[config.mk]
export PLATFORM = sky130hd
export DESIGN_NAME = ccd_adc_emulator
export DESIGN_NICKNAME = d
export VERILOG_FILES = /design/src/rtl/ccd_adc_emulator.sv
export SDC_FILE = /design/constraint.sdc
export NUM_CORES = 1
export LEC_CHECK = 0
export CORE_MARGIN = 8
export CORE_UTILIZATION = 35
export DETAILED_ROUTE_END_ITERATION = 7
export PLACE_DENSITY_LB_ADDON = 0.1
export SYNTH_ARGS = -nofsm -noshare
export SYNTH_HDL_FRONTEND = slang
export SYNTH_SLANG_ARGS = --single-unit
[constraint.sdc]
create_clock -name clk_80M -period 2.3 [get_ports clk_80M]
set_input_delay 0.46 -clock clk_80M [delete_from_list [all_inputs] [get_ports clk_80M]]
set_output_delay 0.46 -clock clk_80M [all_outputs]
set_load 0.02 [all_outputs]
[src/rtl/ccd_adc_emulator.sv]
// Stand-in for a linear CCD plus 16-bit serial ADC: tracks line/pixel position from the
// CCD clocks and answers ADC serial reads with a selectable test-pattern word.
module ccd_adc_emulator #(
    parameter int unsigned LINE_PIXELS = 2101,
    parameter int unsigned DARK_PIXELS = 16,
    parameter logic [15:0] DARK_LEVEL  = 16'h0400
) (
    input  logic        clk_80M,
    input  logic        rst_n,
    input  logic        ccd_p1,
    input  logic        ccd_sh,
    input  logic        adc_cs,
    input  logic        adc_sclk,
    output logic        adc_sdo,
    input  logic [1:0]  mode,
    input  logic [15:0] const_val,
    input  logic        clr_flags,
    output logic [15:0] line_count,
    output logic        short_xfer,
    output logic        pix_overrun
);

    localparam int unsigned PIX_W = ($clog2(LINE_PIXELS) > 12) ? $clog2(LINE_PIXELS) : 12;
    localparam logic [PIX_W-1:0] PIX_MAX  = PIX_W'(LINE_PIXELS - 1);
    localparam logic [PIX_W-1:0] DARK_END = PIX_W'(DARK_PIXELS);

    typedef enum logic [1:0] {IDLE, SHIFT, DONE} state_t;

    state_t            state;
    logic              p1_q, p1_d, sh_q, sh_d, cs_q, cs_d, sclk_q, sclk_d, clr_q;
    logic [1:0]        mode_q;
    logic [15:0]       const_q;
    logic [PIX_W-1:0]  pix_idx;
    logic [15:0]       shreg;
    logic [3:0]        bitcnt;
    logic [15:0]       pattern;

    logic p1_rise, sh_rise, cs_fall, cs_rise, sclk_fall, overrun_set;
    assign p1_rise     = p1_q & ~p1_d;
    assign sh_rise     = sh_q & ~sh_d;
    assign cs_fall     = ~cs_q & cs_d;
    assign cs_rise     = cs_q & ~cs_d;
    assign sclk_fall   = ~sclk_q & sclk_d;
    assign overrun_set = p1_rise && !sh_rise && (pix_idx == PIX_MAX);

    // Test-pattern word for the current line/pixel position
    always_comb begin
        pattern = 16'h0000;
        case (mode_q)
            2'd0: pattern = {pix_idx[11:0], 4'h0};
            2'd1: pattern = const_q;
            2'd2: pattern = (pix_idx[0] ^ line_count[0]) ? 16'hFFFF : 16'h0000;
            2'd3: pattern = {line_count[7:0], pix_idx[7:0]};
        endcase
        if ((pix_idx < DARK_END) && (mode_q != 2'd1)) begin
            pattern = DARK_LEVEL;
        end
    end

    always_ff @(posedge clk_80M or negedge rst_n) begin
        if (!rst_n) begin
            p1_q        <= 1'b0;
            p1_d        <= 1'b0;
            sh_q        <= 1'b0;
            sh_d        <= 1'b0;
            cs_q        <= 1'b1;
            cs_d        <= 1'b1;
            sclk_q      <= 1'b0;
            sclk_d      <= 1'b0;
            clr_q       <= 1'b0;
            mode_q      <= 2'd0;
            const_q     <= 16'h0000;
            pix_idx     <= '0;
            line_count  <= 16'h0000;
            short_xfer  <= 1'b0;
            pix_overrun <= 1'b0;
            shreg       <= 16'h0000;
            bitcnt      <= 4'd0;
            adc_sdo     <= 1'b0;
            state       <= IDLE;
        end else begin
            p1_q    <= ccd_p1;
            p1_d    <= p1_q;
            sh_q    <= ccd_sh;
            sh_d    <= sh_q;
            cs_q    <= adc_cs;
            cs_d    <= cs_q;
            sclk_q  <= adc_sclk;
            sclk_d  <= sclk_q;
            clr_q   <= clr_flags;
            mode_q  <= mode;
            const_q <= const_val;

            // Line/pixel tracking; a new line takes priority over a pixel step
            if (sh_rise) begin
                pix_idx    <= '0;
                line_count <= line_count + 16'd1;
            end else if (p1_rise && (pix_idx != PIX_MAX)) begin
                pix_idx <= pix_idx + PIX_W'(1);
            end

            if (clr_q) begin
                short_xfer  <= 1'b0;
                pix_overrun <= 1'b0;
            end
            if (overrun_set) begin
                pix_overrun <= 1'b1;
            end

            // Serial read engine; the word is frozen into shreg at the cs fall
            case (state)
                IDLE: begin
                    adc_sdo <= 1'b0;
                    if (cs_fall) begin
                        shreg   <= pattern;
                        bitcnt  <= 4'd15;
                        adc_sdo <= pattern[15];
                        state   <= SHIFT;
                    end
                end
                SHIFT: begin
                    if (cs_rise) begin
                        adc_sdo    <= 1'b0;
                        short_xfer <= 1'b1;
                        state      <= IDLE;
                    end else if (sclk_fall && !cs_q) begin
                        if (bitcnt != 4'd0) begin
                            shreg   <= {shreg[14:0], 1'b0};
                            bitcnt  <= bitcnt - 4'd1;
                            adc_sdo <= shreg[14];
                        end else begin
                            state <= DONE;
                        end
                    end
                end
                DONE: begin
                    if (cs_rise) begin
                        adc_sdo <= 1'b0;
                        state   <= IDLE;
                    end
                end
                default: begin
                    adc_sdo <= 1'b0;
                    state   <= IDLE;
                end
            endcase
        end
    end

endmodule

==> impl_results.md <==
* DRT iter0 DRCs at 186
* Post-route minimum period at about 2.2 ns
* DP HPWL at around 6.5 mm
* I/O pin cnt at 44
* RSZ-0062 raised after global routing: no
* Synth top area cells: dfrtp_1, mux4_2, xor2_1, a21oi_1, nand2_1
* Core footprint at approximately 10000 um2
* Final TNS setup at 0 ns
* Vias at around 2700
* CTS Buf Count at 9
* Worst hold-check path type: input port to asynchronous set/reset pin
* H-tree level count at 3
* Ys flop type: dfrtp_1
* Most frequent cells after synthesis: dfrtp_1, nand2_1, a21oi_1
* Initial antenna violation count at 0
* I/O Buffers at 43
* F_max at 461 MHz
* Die height at 119 um
* Vias in the first global route at between 2000 and 3000
* Vias per cell at a little over 5
* Max_cap viols at 0
* Worst vdd ir at around 0.00035 V
* Global-route wire length before repair at about 15 mm
* Ratio of cells with drive above 1 in the final layout at 0.128
* Number of synthesized flops with an enable pin at 0
* Number of synthesized register bits at 79
* Largest stage delay on the critical path at ~0.64 ns
* Drt drc at 0
* Fin. Hold Viols at 0
* Post-synthesis cell type count at a little over 50
* Crit-path cells: or4_4, or4_2, nand3_1, mux2_2
* Max-slew violation count at 0
* Total Power at around 3800 uW
* Routed len/inst at 17.1 um
* Least-Margin Pin Slew at around 0.86 ns
* Yosys top cell by area: dfrtp_1
* Worst Path Arrival at approximately 2.4 ns
* Slowest-stage cell, CP: or4_2
* Worst skew pair latency at 0.36 ns
* Synthesized area per cell at roughly 11 um2
* P_leak at 0.00192 uW
* Initial Utilization at 0.360
* Total Wirelength at about 9.0 mm
* WHS at 0.0780 ns
* Power Density at between 800 and 900 nW/um2
* CTS sink cnt at about 80
* Gp weighted congestion at about 0.83
* Fin nets at about 420
* Worst-case clock buffer depth at 2
* Mapped Cells at ~340
* WP data required at 2.55 ns
* Worst-path clk slew at about 0.08 ns
* Iteration count of the initial detailed-routing pass at 4
* Yosys Warn Count at 0
* Post-synth ARST share at 1.00
* PostCTS Resize Cnt at 0
* Relative slew slack at 0.428
* Syn nets at approximately 360
* Root buffer cell: clkbuf_8
* Post-synth top area share at 0.519
* Run status: complete, no violations
* Sequential fraction of the synthesis area at 0.533
* Worst Setup Path Type: register to register
* Post-CTS setup buffer count at 0
* # hold bufs at CTS at 0
* Largest net degree at the start of global routing at 42
* Global route overflow at 0
* Fin crit share at 0.944
* Die area at ~14000 um2
* Post-synthesis cell area at 3720 um2
* TritonCTS clock tree: done
* Ant diodes at 0
* Die X at roughly 120 um
* Nature of the critical path endpoint: register
* Count leader, synth: dfrtp_1
* Worst clock skew at between 0.01 and 0.015 ns
* Worst setup SP type: register
* # rows at 37
* Post-route ant nets at 0
* Crit Path Max Fanout at 4
* Area Growth Syn to Fin at 22.6%
* Global Route Usage Sum at 0.131
* Final Setup Violations at 0
==> report_power, final <==
group          internal [uW]  switching (uW)  leakage [uW]  total, uW
clock                    614             513      0.000107       1130
combinational            451             477      0.000838        928
sequential              1580             174      0.000980       1760
==> path summary, 6_finish.rpt <==
kind | cells after the start | endpoint | slack [ns] | from
max | 4 | pix_idx[3] | 0.13 | pix_idx[9]
min | 1 | const_q[0] | 0.08 | rst_n
max reg2reg | 4 | pix_idx[3] | 0.13 | pix_idx[9]
min reg2reg | 0 | sh_d | 0.40 | sh_q
max in group asynchronous | 2 | pix_idx[7] | 1.61 | rst_n
min in group clk_80M | 0 | sh_d | 0.40 | sh_q
==> worst max-delay path: cells and delay by family (launching register included) <==
kind          cells  cell delay (ns)
simple gates      3             1.31
flops             1             0.43
mux               1             0.33
==> state kept, by name, indices dropped and copies added (netlist names), 2 cells and up <==
name	flops
state	2
line_count	16
shreg	15
pix_idx	12
mode_q	2
bitcnt	4
const_q	16
==> cell families (layout without fill, tap and decap cells) <==
| logic type | Yosys count | in the layout | synth area share |
|---|---|---|---|
| AND/OR/NAND/NOR | 114 | 114 | 0.165 |
| adder cells (fa/ha/maj) | 4 | 4 | 0.0135 |
| buffers and inverters | 28 | 84 | 0.0377 |
| XOR/XNOR | 25 | 25 | 0.0589 |
| AO/OA/AOI/OAI | 67 | 67 | 0.111 |
| flip-flops | 79 | 79 | 0.533 |
| multiplexers | 18 | 18 | 0.0815 |
==> per-layer routing <==
| metal | vias to the layer above | GRT usage | share of wire | wire [um] |
|---|---|---|---|---|
| met5 | - | 0 | 0 | 0 |
| met4 | 0 | 0.0530 | 0.015 | 133 |
| met3 | 8 | 0.0316 | 0.030 | 270 |
| met2 | 46 | 0.214 | 0.50 | 4480 |
| met1 | 1352 | 0.165 | 0.46 | 4140 |
| li1 | 1317 | - | - | - |
==> per-stage QoR <==
stage | std cells | util | cell area, um2 | worst slack (ns)
finish | 527 | 0.441 | 4550 | 0.129
global route | 527 | 0.441 | 4550 | 0.0525
CTS | 527 | 0.441 | 4550 | 0.130
detailed placement | 511 | 0.420 | 4340 | 0.139
global placement | 511 | 0.420 | 4340 | 0.163
floorplan | 335 | - | 3720 | 0.168
==> area by class of cell <==
cell class | instances | area [um2]
tap | 136 | 170
clock inverter | 5 | 82.6
clock buffer | 11 | 131
multi-input combinational | 228 | 1600
inverter | 9 | 33.8
fill | 1017 | 5770
sequential | 79 | 1980
timing repair buffer | 59 | 561
==> layout by cell type, fill, tap and decap left out, drive strengths merged, types with 5 or more instances in the layout <==
cell type / n
dfrtp: 77
clkdlybuf4s50: 42
nand2: 26
a21oi: 20
nand3: 18
nor2: 18
buf: 17
xor2: 14
o21ai: 14
a31oi: 13
xnor2: 11
clkbuf: 11
inv: 9
mux4: 9
nor2b: 8
nand4: 8
and3: 6
nand2b: 5
mux2: 5
(Power assumes the default switching activity.)
